===== config.mk =====
export PLATFORM = sky130hd
export DESIGN_NAME = hw_fw_timer
export DESIGN_NICKNAME = d
export VERILOG_FILES = /design/src/rtl/hw_fw_timer.sv
export SDC_FILE = /design/constraint.sdc
export NUM_CORES = 1
export LEC_CHECK = 0
export BUFFER_PORTS_ARGS = -buffer_cell sky130_fd_sc_hd__buf_2
export CORE_ASPECT_RATIO = 1.1
export CORE_MARGIN = 5
export CORE_UTILIZATION = 49
export CTS_BUF_LIST = sky130_fd_sc_hd__clkbuf_8 sky130_fd_sc_hd__clkbuf_16
export DETAILED_ROUTE_END_ITERATION = 7
export PLACE_DENSITY_LB_ADDON = 0.3
export SLEW_MARGIN = 30
export SYNTH_ARGS = -nofsm -noshare
export SYNTH_HDL_FRONTEND = slang
export SYNTH_SLANG_ARGS = --single-unit
export TNS_END_PERCENT = 50

===== constraint.sdc =====
create_clock -name clk -period 1.8 [get_ports clk]
set_input_delay 0.54 -clock clk [delete_from_list [all_inputs] [get_ports clk]]
set_output_delay 0.54 -clock clk [all_outputs]
set_load 0.005 [all_outputs]

===== src/rtl/hw_fw_timer.sv =====
// rtl/hw_fw_timer.sv - shared interval timer: prescaled ticks, saturating elapsed count, short/long timeouts
module hw_fw_timer #(
  parameter int CLK_PER_TICK = 1000,
  parameter int SHORT_TICKS  = 3,
  parameter int LONG_TICKS   = 15,
  parameter int PRE_W        = 10,
  parameter int CNT_W        = 8
) (
  input  logic             clk,
  input  logic             rst_n,
  input  logic             timer_reset,
  input  logic             pause,
  output logic             tick,
  output logic [CNT_W-1:0] elapsed,
  output logic             short_timeout,
  output logic             long_timeout
);

  localparam logic [PRE_W-1:0] PRE_LAST = PRE_W'(CLK_PER_TICK - 1);
  localparam logic [CNT_W-1:0] SHORT_TH = CNT_W'(SHORT_TICKS);
  localparam logic [CNT_W-1:0] LONG_TH  = CNT_W'(LONG_TICKS);

  if (CLK_PER_TICK < 1 || SHORT_TICKS < 1 || SHORT_TICKS >= LONG_TICKS ||
      LONG_TICKS >= (1 << CNT_W) || (1 << PRE_W) < CLK_PER_TICK) begin : g_bad_params
    $error("hw_fw_timer: illegal parameter set");
  end

  logic [PRE_W-1:0] pre_q, pre_d;
  logic [CNT_W-1:0] elapsed_q, elapsed_d;
  logic             tick_q, tick_d;

  always_comb begin
    pre_d     = pre_q;
    elapsed_d = elapsed_q;
    tick_d    = 1'b0;
    if (timer_reset) begin
      pre_d     = '0;
      elapsed_d = '0;
    end else if (!pause) begin
      if (pre_q == PRE_LAST) begin
        pre_d  = '0;
        tick_d = 1'b1;
        // Saturate so the timeouts stay asserted until the controller restarts us.
        if (elapsed_q != LONG_TH) begin
          elapsed_d = elapsed_q + 1'b1;
        end
      end else begin
        pre_d = pre_q + 1'b1;
      end
    end
  end

  always_ff @(posedge clk or negedge rst_n) begin
    if (!rst_n) begin
      pre_q     <= '0;
      elapsed_q <= '0;
      tick_q    <= 1'b0;
    end else begin
      pre_q     <= pre_d;
      elapsed_q <= elapsed_d;
      tick_q    <= tick_d;
    end
  end

  // Timeouts decode the registered count directly so they track elapsed in the same cycle.
  assign tick          = tick_q;
  assign elapsed       = elapsed_q;
  assign short_timeout = (elapsed_q >= SHORT_TH);
  assign long_timeout  = (elapsed_q >= LONG_TH);

endmodule


# Word-level counts from Yosys, hierarchy flattened
# Cells that the tools add are included.
# totals
register_bits,19
in_bits,4
out_inout_bits,11
word_cells,23
# classes
add_sub_neg,2
n_lt_le_gt_ge,2
eq_ne,3
n_mux,10
reduce_logical,3
# op_table
operator,n
$mux W8,4
$mux W10,3
$add A10 B1 Y10 const B,1
$eq A10 B10 Y1 const B,1
$add A8 B1 Y8 const B,1
$ge A8 B2 Y1 const B,1
$ge A8 B4 Y1 const B,1
$ne A8 B4 Y1 const B,1
$reduce_bool A2 Y1,2
$mux W1,3
$reduce_and A3 Y1,1
$ne A2 B2 Y1 const B,1

# Logic depth before layout (Yosys ltp)
# depth
depth_word,5
mapped_depth,5
depth_no_buf,5

# Worst setup path before layout
# OpenSTA, ideal clock, no wires.
# synth_timing
path_kind,register to register
from,register pre_q[4]
to,"register elapsed_q[6], in the netlist elapsed[6]"
setup_ps,78
t_arrival_ps,1861
required_ps,1722
path_slack_ps,-139
stages_incl_launch_ff,6
n_path_buf,1
period_less_slack_ps,1939
path_cell_list,dfrtp_1 > or3b_1 > buf_6 > or3_4 > or4_1 > a21oi_1
# synth_via
elab_chain_cells,3
# synth_lines
element,line_no,text
start: declaration,28,"logic [PRE_W-1:0] pre_q, pre_d;"
start signal: assignment,59,pre_q <= pre_d;
$eq A10 B10 Y1,40,if (pre_q == PRE_LAST) begin
$reduce_bool A2 Y1 (no line),-,
$reduce_and A3 Y1 (no line),-,
end signal: assignment,60,elapsed_q <= elapsed_d;
end: declaration,29,"logic [CNT_W-1:0] elapsed_q, elapsed_d;"
# No other way between the ends.
# A chain may end at the register's enable or synchronous reset.

# Worst setup path after layout
# layout_timing
from,register pre_q[3]
to,"register elapsed_q[6], in the netlist elapsed[6]"
# Same word-level chain as after synthesis.

==> flow_metrics.env <==
export IMPL_clockBufferDepth=2
export IMPL_grtUsageTotal_pct=18.8
export IMPL_yosysMostFrequentCell="dfrtp_1"
export IMPL_timing_final_crit_share_pct=101
export IMPL_vias=996
export IMPL_dp_hpwl_um=1840
export IMPL_synth_seq_cells=19
export IMPL_r2r_worst_path_cells=4
export IMPL_setup_viol=2
export IMPL_holdWs_ns=0.215
export IMPL_critPathMaxStageDelay_ns=0.44
export IMPL_cts_sinks=19
export IMPL_nets=158
export IMPL_regToRegSetupSlack_ns=-0.02
export IMPL_skew_ns=0.00188
export IMPL_path_cells="or3b_4, or3_4, or4_4, a21oi_2"
export IMPL_synth_area_leaders="dfrtp_1 46%, xnor2_1 6.7%, nor3_1 5.3%"
export IMPL_r2r_end="elapsed[6]$_DFFE_PN0P_"
export IMPL_worstSkewPairLatency_ns=0.26
export IMPL_power_density_cell_area_mw_per_mm2=543
export IMPL_ys_seq_area_share_pct=45.5
export IMPL_crit_arrival_ns=2.01
export IMPL_period_needed_ns=1.82
export IMPL_synth_cells=108
export IMPL_yosys_area_share_xor_xnor_pct=7.54
export IMPL_num_rows=17
export IMPL_ir_drop_mv=0.486
export IMPL_syn_cell_area_mm2=0.00104
export IMPL_final_max_slew_viol_count=0
export IMPL_avgSynthCellArea_um2=9.67
export IMPL_drv_cap=0
export IMPL_grt_antenna_before_repair=0
export IMPL_synth_nets=114
export IMPL_drc=0
export IMPL_placed_area_mm2=0.00128
export IMPL_root_buffer="clkbuf_8"
export IMPL_cp_buffers_inverters=0
export IMPL_pre_cts_slack_ns=-0.102
export IMPL_max_freq_mhz=550
export IMPL_critical_path_top_delay_family="simple AND/OR/NAND/NOR gates"
export IMPL_yosys_area_share_adder_pct=2.40
export IMPL_die_area_mm2=0.00316
export IMPL_fin_util_pct=71.0
export IMPL_startpoint="pre_q[3]$_DFFE_PN0P_"
export IMPL_drt_vias_per_instance=5.56
export IMPL_drive_above_1_share_pct=39.7
export IMPL_synth_compound_area_share_pct=7.19
export IMPL_grt_pass1_wl_um=4350
export IMPL_start_kind="flop"
export IMPL_place_congestion=0.796
export IMPL_num_antenna_cells=0
export IMPL_setup_tns_ns=-0.0215
export IMPL_hp_class="in -> async"
export IMPL_yosys_warnings=0
export IMPL_start_util_pct=51.7
export IMPL_synth_top_cells_by_count="19 x dfrtp_1, 11 x nor3_1, 10 x nand2_1"
export IMPL_slowest_stage="or3b_4"
export IMPL_tightest_slew_ns=0.439
export IMPL_die_w_um=54.0
export IMPL_drt_pass1_iterations=4
export IMPL_drt_wl_total_um=2620
export IMPL_wl_per_cell_um=14.6
export IMPL_synthArstFlopShare_pct=100
export IMPL_slew_headroom_pct=70.8
export IMPL_synth_top_area_share_pct=45.5
export IMPL_worstPathRequired_ns=1.99
export IMPL_portBuffers=14
export IMPL_core_area_mm2=0.00202
export IMPL_ys_types=31
export IMPL_clk_pin_slew_ns=0.07
export IMPL_p_leak_nw=0.645
export IMPL_io_pins=15
export IMPL_final_cells=179
export IMPL_htreeDepth=1
export IMPL_run_status="finished, violations left"
export IMPL_drt_initial_drc_count=23
export IMPL_dp_cells=167
export IMPL_design_area_mm2=0.00144
export IMPL_endpoint_kind="flop"
export IMPL_r2r_start="pre_q[3]$_DFFE_PN0P_"
export IMPL_worstPathMaxFanout=5
export IMPL_area_growth_pct=37.4
export IMPL_grt_overflow=0
export IMPL_synth_top_family_by_area="simple AND/OR/NAND/NOR gates"
export IMPL_die_h_um=58.4
export IMPL_power_mw=0.779
export IMPL_cts_made_buffers=3
export IMPL_cts_tree="yes"
export IMPL_hold_viol=0
export IMPL_yosysTopAreaCell="dfrtp_1"
export IMPL_path_class="reg -> reg"
export IMPL_violations="setup timing"
export IMPL_ant_nets=0
export IMPL_synthMuxAreaShare_pct=3.11
export IMPL_grt_max_degree=20
export IMPL_setup_slack_ns=-0.0194
export IMPL_synth_edf_count=0
export IMPL_synth_flop_cell="dfrtp_1"
export IMPL_grt_pass1_vias=997
export IMPL_rsz0062_at_grt="yes"
export IMPL_yosys_area_share_simple_pct=31.7
flip-flops by register name, indices dropped and copies added, names as in the netlist:
signal / cells
pre_q: 10
elapsed: 8
tick: 1
area by class of cell:
cell class / count / area, um2
multi-input cells: 84 / 583
well taps: 28 / 35.0
clock buffers: 3 / 41.3
clock inverters: 1 / 5.00
inverters: 1 / 3.75
fillers: 154 / 586
flip-flops and latches: 19 / 475
repair buffers: 43 / 292
where the power goes:
| part | switching, mW | leakage (nW) | internal [mW] | total (mW) |
|---|---|---|---|---|
| logic | 0.0271 | 0.356 | 0.0167 | 0.0439 |
| clock network | 0.146 | 0.0255 | 0.154 | 0.300 |
| registers | 0.00469 | 0.264 | 0.430 | 0.435 |
cell usage in the layout (no fill, tap or decap), types with 2 or more instances in the layout:
cell / count
nand2b_1: 2
nor4_1: 6
nand4_1: 3
dfrtp_1: 19
clkbuf_8: 3
nand4b_1: 2
nand3b_1: 2
or3_1: 2
buf_4: 28
nand2_1: 10
mux2_2: 2
nor2_1: 9
nand3_1: 4
xnor2_1: 8
a21oi_1: 3
nor3_1: 10
buf_2: 14
nor2b_1: 4
worst register-to-register path: stages (launching register included):
cell and delay (ns):
dfrtp_1 0.39, or3b_4 0.44, or3_4 0.38, or4_4 0.42, a21oi_2 0.12
routing by layer:
layer | wire length, um | up-vias | track usage (%)
met5 | 0 | - | 0
met1 | 1110 | 482 | 21.1
met3 | 122 | 5 | 3.29
li1 | - | 480 | -
met4 | 41 | 0 | 7.47
met2 | 1350 | 29 | 34.1
cell families (layout without fill, tap and decap cells):
family | count (synthesis) | in the layout
compound gates | 9 | 9
xor+xnor | 9 | 9
fa+ha+maj | 2 | 2
buf+inv | 5 | 48
flops | 19 | 19
mux | 3 | 3
simple gates | 61 | 61
timing repair:
action                                  in CTS  in global routing
gates cloned                                 0                  0
pin swaps                                    4                  4
hold buffers                                 0                  0
hold endpoints to repair                     0                  0
resized for setup                            3                  7
endpoints found under the setup margin       6                  7
buffers inserted                             5                  3
how the worst max path moves through the flow:
stage                                         to  slack (ns)  cells after the start
after floorplan           elapsed[6]$_DFFE_PN0P_       -0.09                      5
after global placement    elapsed[6]$_DFFE_PN0P_       -0.04                      4
after detailed placement  elapsed[6]$_DFFE_PN0P_       -0.10                      4
after CTS                 elapsed[6]$_DFFE_PN0P_       -0.02                      4
after global routing      elapsed[6]$_DFFE_PN0P_       -0.05                      4
final                     elapsed[6]$_DFFE_PN0P_       -0.02                      4
(Power assumes the default switching activity.)
